$ cat config.mk
export PLATFORM = sky130hd
export DESIGN_NAME = ffram_arbiter_flat
export DESIGN_NICKNAME = d
export VERILOG_FILES = /design/src/rtl/ffram_arbiter_pkg.sv /design/src/rtl/ffram_arbiter_if.sv /design/src/rtl/ffram_arbiter_core.sv /design/src/rtl/ffram_arbiter.sv /design/src/flat_wrapper.sv
export SDC_FILE = /design/constraint.sdc
export NUM_CORES = 1
export LEC_CHECK = 0
export CAP_MARGIN = 40
export CORE_AREA = 2 2 39 41
export CTS_CLUSTER_SIZE = 12
export DETAILED_ROUTE_END_ITERATION = 10
export DIE_AREA = 0 0 41 43
export SKIP_LAST_GASP = 1
export SYNTH_ARGS = -nofsm -noshare
export SYNTH_HDL_FRONTEND = slang
export SYNTH_SLANG_ARGS = --single-unit
$ cat constraint.sdc
create_clock -name clk -period 2.03 [get_ports clk]
set_clock_uncertainty 0.05 [all_clocks]
set_input_delay 0.406 -clock clk [delete_from_list [all_inputs] [get_ports clk]]
set_output_delay 0.406 -clock clk [all_outputs]
set_load 0.05 [all_outputs]
$ cat src/rtl/ffram_arbiter_pkg.sv
// Shared constants and the round-robin pick function for the ffram arbiter.
package ffram_arb_pkg;

  localparam int unsigned MAX_NREQ = 8;
  localparam int unsigned PTR_W    = $clog2(MAX_NREQ);

  // Scan from ptr upwards, wrapping at n (not at MAX_NREQ), first set bit wins.
  function automatic logic [MAX_NREQ-1:0] rr_pick(input logic [MAX_NREQ-1:0] req,
                                                  input logic [PTR_W-1:0]    ptr,
                                                  input int unsigned         n);
    logic [MAX_NREQ-1:0] g;
    logic                found;
    logic [PTR_W-1:0]    idx;
    g     = '0;
    found = 1'b0;
    for (int unsigned k = 0; k < MAX_NREQ; k++) begin
      idx = PTR_W'((32'(ptr) + k) % n);
      if (k < n && !found && req[idx]) begin
        g[idx] = 1'b1;
        found  = 1'b1;
      end
    end
    return g;
  endfunction

endpackage

$ cat src/rtl/ffram_arbiter_if.sv
// Requester-side bus of the ffram arbiter: packed per-requester request fields plus shared response.
interface ffram_arbiter_if #(
  parameter int unsigned NREQ = 2,
  parameter int unsigned AW   = 1,
  parameter int unsigned DW   = 1
);
  logic [NREQ-1:0]    req;
  logic [NREQ-1:0]    wen;
  logic [NREQ*AW-1:0] addr;
  logic [NREQ*DW-1:0] din;
  logic [NREQ-1:0]    gnt;
  logic [NREQ-1:0]    rvalid;
  logic [DW-1:0]      dout;

  modport master (output req, wen, addr, din, input gnt, rvalid, dout);
  modport slave  (input req, wen, addr, din, output gnt, rvalid, dout);
endinterface

$ cat src/rtl/ffram_arbiter_core.sv
// Flip-flop RAM with async clear and a write-first registered read port.
module ffram_core #(
  parameter int unsigned AW = 1,
  parameter int unsigned DW = 1
) (
  input  logic          clk,
  input  logic          reset_n,
  input  logic          en,
  input  logic          wen,
  input  logic [AW-1:0] addr,
  input  logic [DW-1:0] din,
  output logic [DW-1:0] dout
);
  localparam int unsigned DEPTH = 2**AW;

  logic [DW-1:0] mem_q [DEPTH];
  logic [DW-1:0] dout_q;

  always_ff @(posedge clk or negedge reset_n) begin
    if (!reset_n) begin
      for (int unsigned i = 0; i < DEPTH; i++) mem_q[i] <= '0;
      dout_q <= '0;
    end else if (en) begin
      if (wen) begin
        mem_q[addr] <= din;
        dout_q      <= din;
      end else begin
        dout_q <= mem_q[addr];
      end
    end
  end

  assign dout = dout_q;
endmodule

$ cat src/rtl/ffram_arbiter.sv
// Round-robin arbiter sharing one ffram_core between NREQ requesters; one-cycle response latency.
module ffram_arbiter
  import ffram_arb_pkg::*;
#(
  parameter int unsigned NREQ = 2,
  parameter int unsigned AW   = 1,
  parameter int unsigned DW   = 1
) (
  input  logic           clk,
  input  logic           reset_n,
  ffram_arbiter_if.slave bus
);
  logic [NREQ-1:0]  gnt;
  logic [PTR_W-1:0] ptr_q, ptr_d, win;
  logic             sel_wen;
  logic [AW-1:0]    sel_addr;
  logic [DW-1:0]    sel_din;
  logic [NREQ-1:0]  rvalid_q;
  logic [DW-1:0]    core_dout;

  always_comb begin
    // Grant is forced low while reset is asserted so nothing is issued to the clearing RAM.
    gnt      = reset_n ? NREQ'(rr_pick(MAX_NREQ'(bus.req), ptr_q, NREQ)) : '0;
    win      = '0;
    sel_wen  = 1'b0;
    sel_addr = '0;
    sel_din  = '0;
    for (int unsigned i = 0; i < NREQ; i++) begin
      if (gnt[i]) begin
        win      = PTR_W'(i);
        sel_wen  = bus.wen[i];
        sel_addr = bus.addr[i*AW +: AW];
        sel_din  = bus.din[i*DW +: DW];
      end
    end
    ptr_d = ptr_q;
    if (|gnt) ptr_d = (32'(win) == NREQ - 1) ? '0 : win + PTR_W'(1);
  end

  always_ff @(posedge clk or negedge reset_n) begin
    if (!reset_n) begin
      ptr_q    <= '0;
      rvalid_q <= '0;
    end else begin
      ptr_q    <= ptr_d;
      rvalid_q <= gnt;
    end
  end

  ffram_core #(.AW(AW), .DW(DW)) u_core (
    .clk     (clk),
    .reset_n (reset_n),
    .en      (|gnt),
    .wen     (sel_wen),
    .addr    (sel_addr),
    .din     (sel_din),
    .dout    (core_dout)
  );

  assign bus.gnt    = gnt;
  assign bus.rvalid = rvalid_q;
  assign bus.dout   = core_dout;
endmodule

$ cat src/flat_wrapper.sv
// flat-port wrapper written by rule: the top's interface ports become plain ports
module ffram_arbiter_flat import ffram_arb_pkg::*;
#(
  parameter int unsigned NREQ = 2,
  parameter int unsigned AW   = 1,
  parameter int unsigned DW   = 1
)
  (clk, reset_n, bus_req, bus_wen, bus_addr, bus_din, bus_gnt, bus_rvalid, bus_dout);
  ffram_arbiter_if #(.NREQ(NREQ), .AW(AW), .DW(DW)) bus_i ();
  input  logic clk;
  input  logic reset_n;
  input wire logic [$bits(bus_i.req)-1:0] bus_req;
  input wire logic [$bits(bus_i.wen)-1:0] bus_wen;
  input wire logic [$bits(bus_i.addr)-1:0] bus_addr;
  input wire logic [$bits(bus_i.din)-1:0] bus_din;
  output wire logic [$bits(bus_i.gnt)-1:0] bus_gnt;
  output wire logic [$bits(bus_i.rvalid)-1:0] bus_rvalid;
  output wire logic [$bits(bus_i.dout)-1:0] bus_dout;
  assign bus_i.req = bus_req;
  assign bus_i.wen = bus_wen;
  assign bus_i.addr = bus_addr;
  assign bus_i.din = bus_din;
  assign bus_gnt = bus_i.gnt;
  assign bus_rvalid = bus_i.rvalid;
  assign bus_dout = bus_i.dout;
  ffram_arbiter #(.NREQ(NREQ), .AW(AW), .DW(DW)) u_core (.clk(clk), .reset_n(reset_n), .bus(bus_i));
endmodule
==> summary.txt, run 1 <==
Status
  • Outcome: finished clean

STA
  • Period utilisation layout: 95.67%
  • RSZ-0062 raised after global routing: no
  • Final Hold Vio Count: 0
  • Final setup fails: 0
  • Worst Tran Pin Value: 0.4984 ns
  • Max Freq: 514.9 MHz
  • Min Tclk post-route: 1.942 ns
  • Slew Limit Headroom: about two thirds
  • Final worst setup slack: 0.08782 ns
  • Fin. max-slew vios: 0

Route
  • Max layer used: met3
  • Antenna viol nets, final: 0
  • Number of DRC markers in iteration 0: 10
  • M1 wire length: 366 um
  • Routed wire length: 874 um
  • Met3 wire len: 62 um
  • Wirelength per Cell: 12.31 um
  • 1st-pass router iterations: 4
  • # DRC: 0
  • Met2 routed WL: 444 um
  • Vias: approximately 370
  • Vias/cell: about 5.3

Yosys
  • Cells after Synth: 34
  • Post-synth top area share: 41.52%
  • Mapped Nets: 44
  • Synth Area in Compound Gates: about 22%
  • Synth top area cells: dfrtp_1 42%, and2_1 5.2%, nand4_1 5.2%
  • Syn_area_per_cell: roughly 11 um2
  • Proportion of synthesized area in mux cells: 7.266%
  • Adder-cell share of the synthesized area: 0%
  • Post-synthesis register bit count: 6
  • Ys Warns: 0
  • Largest family of logic cells by synthesized area: simple AND/OR/NAND/NOR gates
  • Synth Area in Simple Gates: between 20% and 30%
  • Synthesized area: 361.6 um2
  • Yosys top cell by area: dfrtp_1
  • Yosys cell types: 23
  • Seq/Total Area, Yosys: between 40% and 50%
  • Synth Area in XOR/XNOR: 0%

Setup path
  • CP endpoint kind: output port
  • Crit. path cell count: 4
  • CP Data Required Time: 1.57 ns
  • R2r setup slk: approximately 0.46 ns
  • FF-to-FF Start: u_core.ptr_q[0]
  • CP Class: primary input to output port
  • Type of origin of the critical path: primary input
  • Top Family by Delay on Critical Path: buffers and inverters
  • Worst r2r dst: u_core.u_core.mem_q[1]
  • Critical Path End: bus_gnt[0]
  • Max Fanout on Critical Path: 5
  • Worst R2R Path Depth: 4
  • CP bufs+invs: 2
  • Critical path's largest stage delay: 0.53 ns
  • Slowest cell on crit path: clkdlybuf4s50_1
  • CP Launch Point: bus_req[1]
  • Worst endpoint data arrival time: 1.49 ns
  • CP cell instances: clkdlybuf4s50_1 -> nand2_1 -> and3_2 -> buf_12

Die
  • Core Footprint: between 0.001 and 0.0015 mm2
  • Die X: 41 um
  • Die ar.: 0.001763 mm2
  • Num ports: 15
  • Initial Utilization: a little over a quarter
  • Die H: about 43 um
  • Num rows: 14

Power and ir drop
  • Design Power: 408.5 uW
  • LEAKAGE: approximately 0.25 nW
  • Pwr dens: 684.4 mW/mm2
  • Maximum vdd drop: 0.2505 mV

Clocking
  • CTS sink count: 6
  • Num CTS Buffers: 3
  • Postcts setup bufs: 0
  • Clock-pin slew on the worst setup and hold paths: 0.04 ns
  • H-tree depth: 1
  • Post_cts resized: 0
  • CTS tree: built
  • CTS Hold Bufs: 0
  • Root buf cell: clkbuf_4
  • Clk_lat worst skew: 0.23 ns
  • Clk buf depth: 2

Placed design
  • DP Wirelength: 753.4 um
  • Routability cong.: 0.7092
  • Placed cell areas: around 570 um2
  • Pre-CTS WS: -0.06170 ns
  • Port bufs: 14

GRT
  • Initial antenna violation count: 0
  • Gr usage total: between 10% and 20%
  • Vias in the first global route: about 360
  • First-pass GRT wire length: 1.497 mm
  • Gr ovfl total: 0
  • Largest net degree at the start of global routing: 14

Final layout
  • N_diodes: 0
  • Layout Nets: 67
  • Final non-filler cell area: 596.8 um2
  • Share of cells above drive strength 1: 32.73%
  • Area delta synth->final: 65.05%

Worst hold path
  • Hold wc startpoint: u_core.u_core.mem_q[0]
  • Hold WC Path Type: flip-flop to flip-flop

Job
  • Max-cap violations: 0
[cells in the final DEF, fill, tap and decap left out, types with 2 or more instances in the layout]
master	n
nand4_1	3
nor3_1	2
clkbuf_4	3
dfrtp_1	6
buf_12	2
buf_4	5
and2_1	3
clkdlybuf4s50_1	12
and3_2	2
[per-stage QoR]
step / setup TNS (ns) / std cells / utilization (%) / hold slack [ns]
3_3_place_gp: -0.01471 / 68 / 41.50 / 0.4288
3_5_place_dp: -0.08048 / 68 / 41.50 / 0.4406
5_1_grt: 0 / 71 / 43.13 / 0.4870
2_1_floorplan: 0 / 34 / - / 0.06041
4_1_cts: 0 / 71 / 43.13 / 0.4497
6_report: 0 / 71 / 43.13 / 0.4487
[area by class of cell]
class,count,area (um2)
Timing Repair Buffer,19,197.7
Clock buffer,3,22.52
Tap cell,16,20.02
Sequential cell,6,150.1
Fill cell,141,787.0
Multi-Input combinational cell,27,206.4
[report_power, final]
part | internal [mW] | switching (mW) | total (mW)
clock network | 0.0662 | 0.0326 | 0.0987
logic | 0.0774 | 0.0815 | 0.159
registers | 0.140 | 0.0107 | 0.151
[state kept, by name (all words and copies together), names as in the netlist]
register and cells:
u_core.u_core.mem_q 2, u_core.bus.rvalid 2, u_core.ptr_q 1, u_core.u_core.dout 1
[synth_stat cells]
cell / number
a211oi_1: 1
a21oi_1: 1
a222oi_1: 1
a22o_1: 1
a22oi_2: 1
a31oi_1: 1
a32o_1: 1
a32oi_1: 1
and2_1: 3
and2_4: 1
and3_2: 2
and4_2: 1
buf_2: 1
dfrtp_1: 6
mux2_2: 1
mux2_4: 1
nand2_1: 1
nand2b_2: 1
nand3_1: 1
nand4_1: 3
nor3_1: 2
o211ai_1: 1
o21ai_0: 1
[kinds of logic after synthesis]
logic type | after synthesis
flops | 6
simple gates | 15
mux | 2
buf+inv | 1
compound gates | 10
[worst min path at each step]
stage | endpoint | slack [ns] | cells past startpoint
final | u_core.u_core.mem_q[0] | 0.45 | 1
after global placement | u_core.u_core.mem_q[0] | 0.43 | 1
after global routing | u_core.ptr_q[0] | 0.49 | 1
after CTS | u_core.u_core.mem_q[0] | 0.45 | 1
after detailed placement | u_core.u_core.mem_q[0] | 0.44 | 1
after floorplan | u_core.bus.rvalid[0] | 0.06 | 0
[layer usage]
layer | vias to the layer above | GRT usage [%]
li1 | 184 | -
met1 | 175 | 14.14
met2 | 14 | 20.63
met3 | 0 | 4.712
met4 | 0 | 4.000
met5 | - | 0
Power figures use the tool's default switching activity.
==> run 2: changes to the inputs <==
SETUP_SLACK_MARGIN = 0.1   (was default)
==> run 2 against run 1 <==
- combinational power barely moved
- global-route usage did not move
- largest power group unchanged
- final cell count stayed put
- clock power about the same
- cell area rose by 0.21%
==> summary.txt, run 2 (synthesized netlist as in run 1, its figures left out) <==
GRT
  • Initial antenna violation count: 0 (unchanged)
  • Gr ovfl total: 0 (unchanged)
  • First-pass GRT wire length: 1.497 mm (unchanged)
  • Largest net degree at the start of global routing: 14 (unchanged)
  • Gr usage total: 12.54% (unchanged)
  • Vias in the first global route: 356 (unchanged)

Status
  • Outcome: finished clean

STA
  • Min Tclk post-route: 1.837 ns (-0.1054 ns)
  • Final setup fails: 0 (unchanged)
  • Setup_tns: 0 ns (unchanged)
  • Max Freq: 544.4 MHz (+5.7%)
  • Slew Limit Headroom: 66.67% (unchanged)
  • Worst hold slack: 0.4487 ns (unchanged)
  • RSZ-0062 raised after global routing: no
  • Fin. max-slew vios: 0 (unchanged)
  • Final Hold Vio Count: 0 (unchanged)
  • Period utilisation layout: 90.48% (-5.2 points)
  • Worst Tran Pin Value: 0.4984 ns (unchanged)
  • Final worst setup slack: 0.1932 ns (+0.1054 ns)

Clocking
  • Root buf cell: clkbuf_4
  • Clk_lat worst skew: 0.23 ns (about the same)
  • Clk buf depth: 2 (unchanged)
  • Num CTS Buffers: 3 (unchanged)
  • H-tree depth: 1 (unchanged)
  • Clock-pin slew on the worst setup and hold paths: 0.04 ns (about the same)
  • Postcts setup bufs: 0 (unchanged)
  • CTS tree: built
  • CTS sink count: 6 (unchanged)

Route
  • # DRC: 0 (unchanged)
  • Number of DRC markers in iteration 0: 10 (unchanged)
  • Vias: 373 (unchanged)
  • 1st-pass router iterations: 4 (unchanged)
  • Routed wire length: 873 um (-0.11%)
  • Antenna viol nets, final: 0 (unchanged)
  • Wirelength per Cell: 12.30 um (-0.11%)
  • Vias/cell: 5.254 (unchanged)

Die
  • Die ar.: 0.001763 mm2 (unchanged)
  • Initial Utilization: 26.13% (unchanged)
  • Die X: 41 um (unchanged)
  • Die H: 43 um (unchanged)
  • Core Footprint: 0.001384 mm2 (unchanged)
  • Num ports: 15 (unchanged)
  • Num rows: 14 (unchanged)

Final layout
  • Area delta synth->final: 65.40%
  • Most frequent cells in the layout: 10 x clkdlybuf4s50_1, 6 x dfrtp_1, 5 x buf_4
  • Layout Nets: 67 (unchanged)
  • Reg area: 150.1 um2 (unchanged)
  • Fill cell count: 141 (unchanged)
  • Share of cells above drive strength 1: 32.73% (unchanged)
  • Multi-input logic area: 206.4 um2 (unchanged)
  • N_diodes: 0 (unchanged)
  • Most common cell after layout, fill and taps aside: clkdlybuf4s50_1

Job
  • Max-cap violations: 0 (unchanged)

Setup path
  • CP Class: primary input to output port
  • Max Fanout on Critical Path: 5 (unchanged)
  • Type of origin of the critical path: primary input
  • CP Launch Point: reset_n
  • FF-to-FF Start: u_core.ptr_q[0]
  • Worst endpoint data arrival time: 1.38 ns (-0.11 ns)
  • CP Data Required Time: 1.57 ns (about the same)
  • CP cell instances: clkdlybuf4s50_1 -> and2_1 -> and2_4 -> buf_12
  • CP endpoint kind: output port
  • Slowest cell on crit path: clkdlybuf4s50_1
  • Critical path's largest stage delay: 0.47 ns (-0.06 ns)

Power and ir drop
  • Maximum vdd drop: 0.2505 mV (about the same)
  • LEAKAGE: 0.2584 nW (+4.2%)
  • Pwr dens: 681.3 mW/mm2 (-0.45%)
  • Design Power: 407.5 uW (-0.25%)

Placed design
  • Port bufs: 14 (unchanged)
  • Routability cong.: 0.7092 (unchanged)
  • Pre-CTS WS: -0.06170 ns (unchanged)
  • DP Wirelength: 753.4 um (unchanged)

Worst hold path
  • Hold wc startpoint: u_core.u_core.mem_q[0]
  • Hold WC Path Type: flip-flop to flip-flop
## run 2: cell types whose count changed in the layout (fill, tap and decap cells not counted)
cell	previous run	this run
clkdlybuf4s50_1	12	10
dlymetal6s2s_1	0	1
dlygate4sd2_1	0	1
## run 2: final timing paths
| path | to | slack [ns] | cells after the start |
|---|---|---|---|
| min reg2reg | u_core.u_core.mem_q[0] | 0.45 | 1 |
| max in group asynchronous | u_core.bus.rvalid[0] | 1.21 | 3 |
| min in group asynchronous | u_core.ptr_q[0] | 0.57 | 3 |
| min | u_core.u_core.mem_q[0] | 0.45 | 1 |
| max | bus_gnt[1] | 0.19 | 4 |
| max reg2reg | u_core.u_core.mem_q[1] | 0.46 | 4 |
## run 2: per-stage QoR
step	area [um2]	utilization [%]	std cells
detailed placement	574.3	41.50	68
global route	598.1	43.22	71
CTS	595.6	43.04	71
global placement	574.3	41.50	68
finish	598.1	43.22	71
floorplan	361.6	-	34
## run 2: what timing repair did
item                       4_1_cts  5_1_grt
setup endpoints to repair        1        1
hold buffers                     0        0
gates resized for setup          1        1
pin swaps                        0        0
hold endpoints to repair         0        0
## run 2: worst max-delay path, delay by kind of cell
| kind | cells | cell delay, ns |
|---|---|---|
| simple gates | 2 | 0.36 |
| buf+inv | 2 | 0.61 |
## run 2: routing by layer
layer | track usage (%) | vias up | share of wire, %
met5 | 0 | - | 0
met3 | 4.712 | 0 | 7.1
met2 | 20.63 | 14 | 51
met4 | 4.000 | 0 | 0
met1 | 14.14 | 175 | 42
li1 | - | 184 | -
## run 2: where the power goes
group | leakage (nW) | switching (mW) | internal, mW | total [mW]
clock | 0.0138 | 0.0326 | 0.0662 | 0.0987
sequential | 0.0765 | 0.0107 | 0.140 | 0.151
combinational | 0.168 | 0.0815 | 0.0765 | 0.158
## run 2: layout make-up
type,count,share of cell area (%)
multi-input cells,27,34.52
repair buffers,19,33.26
flip-flops and latches,6,25.10
clock buffers,3,3.766
well taps,16,3.347
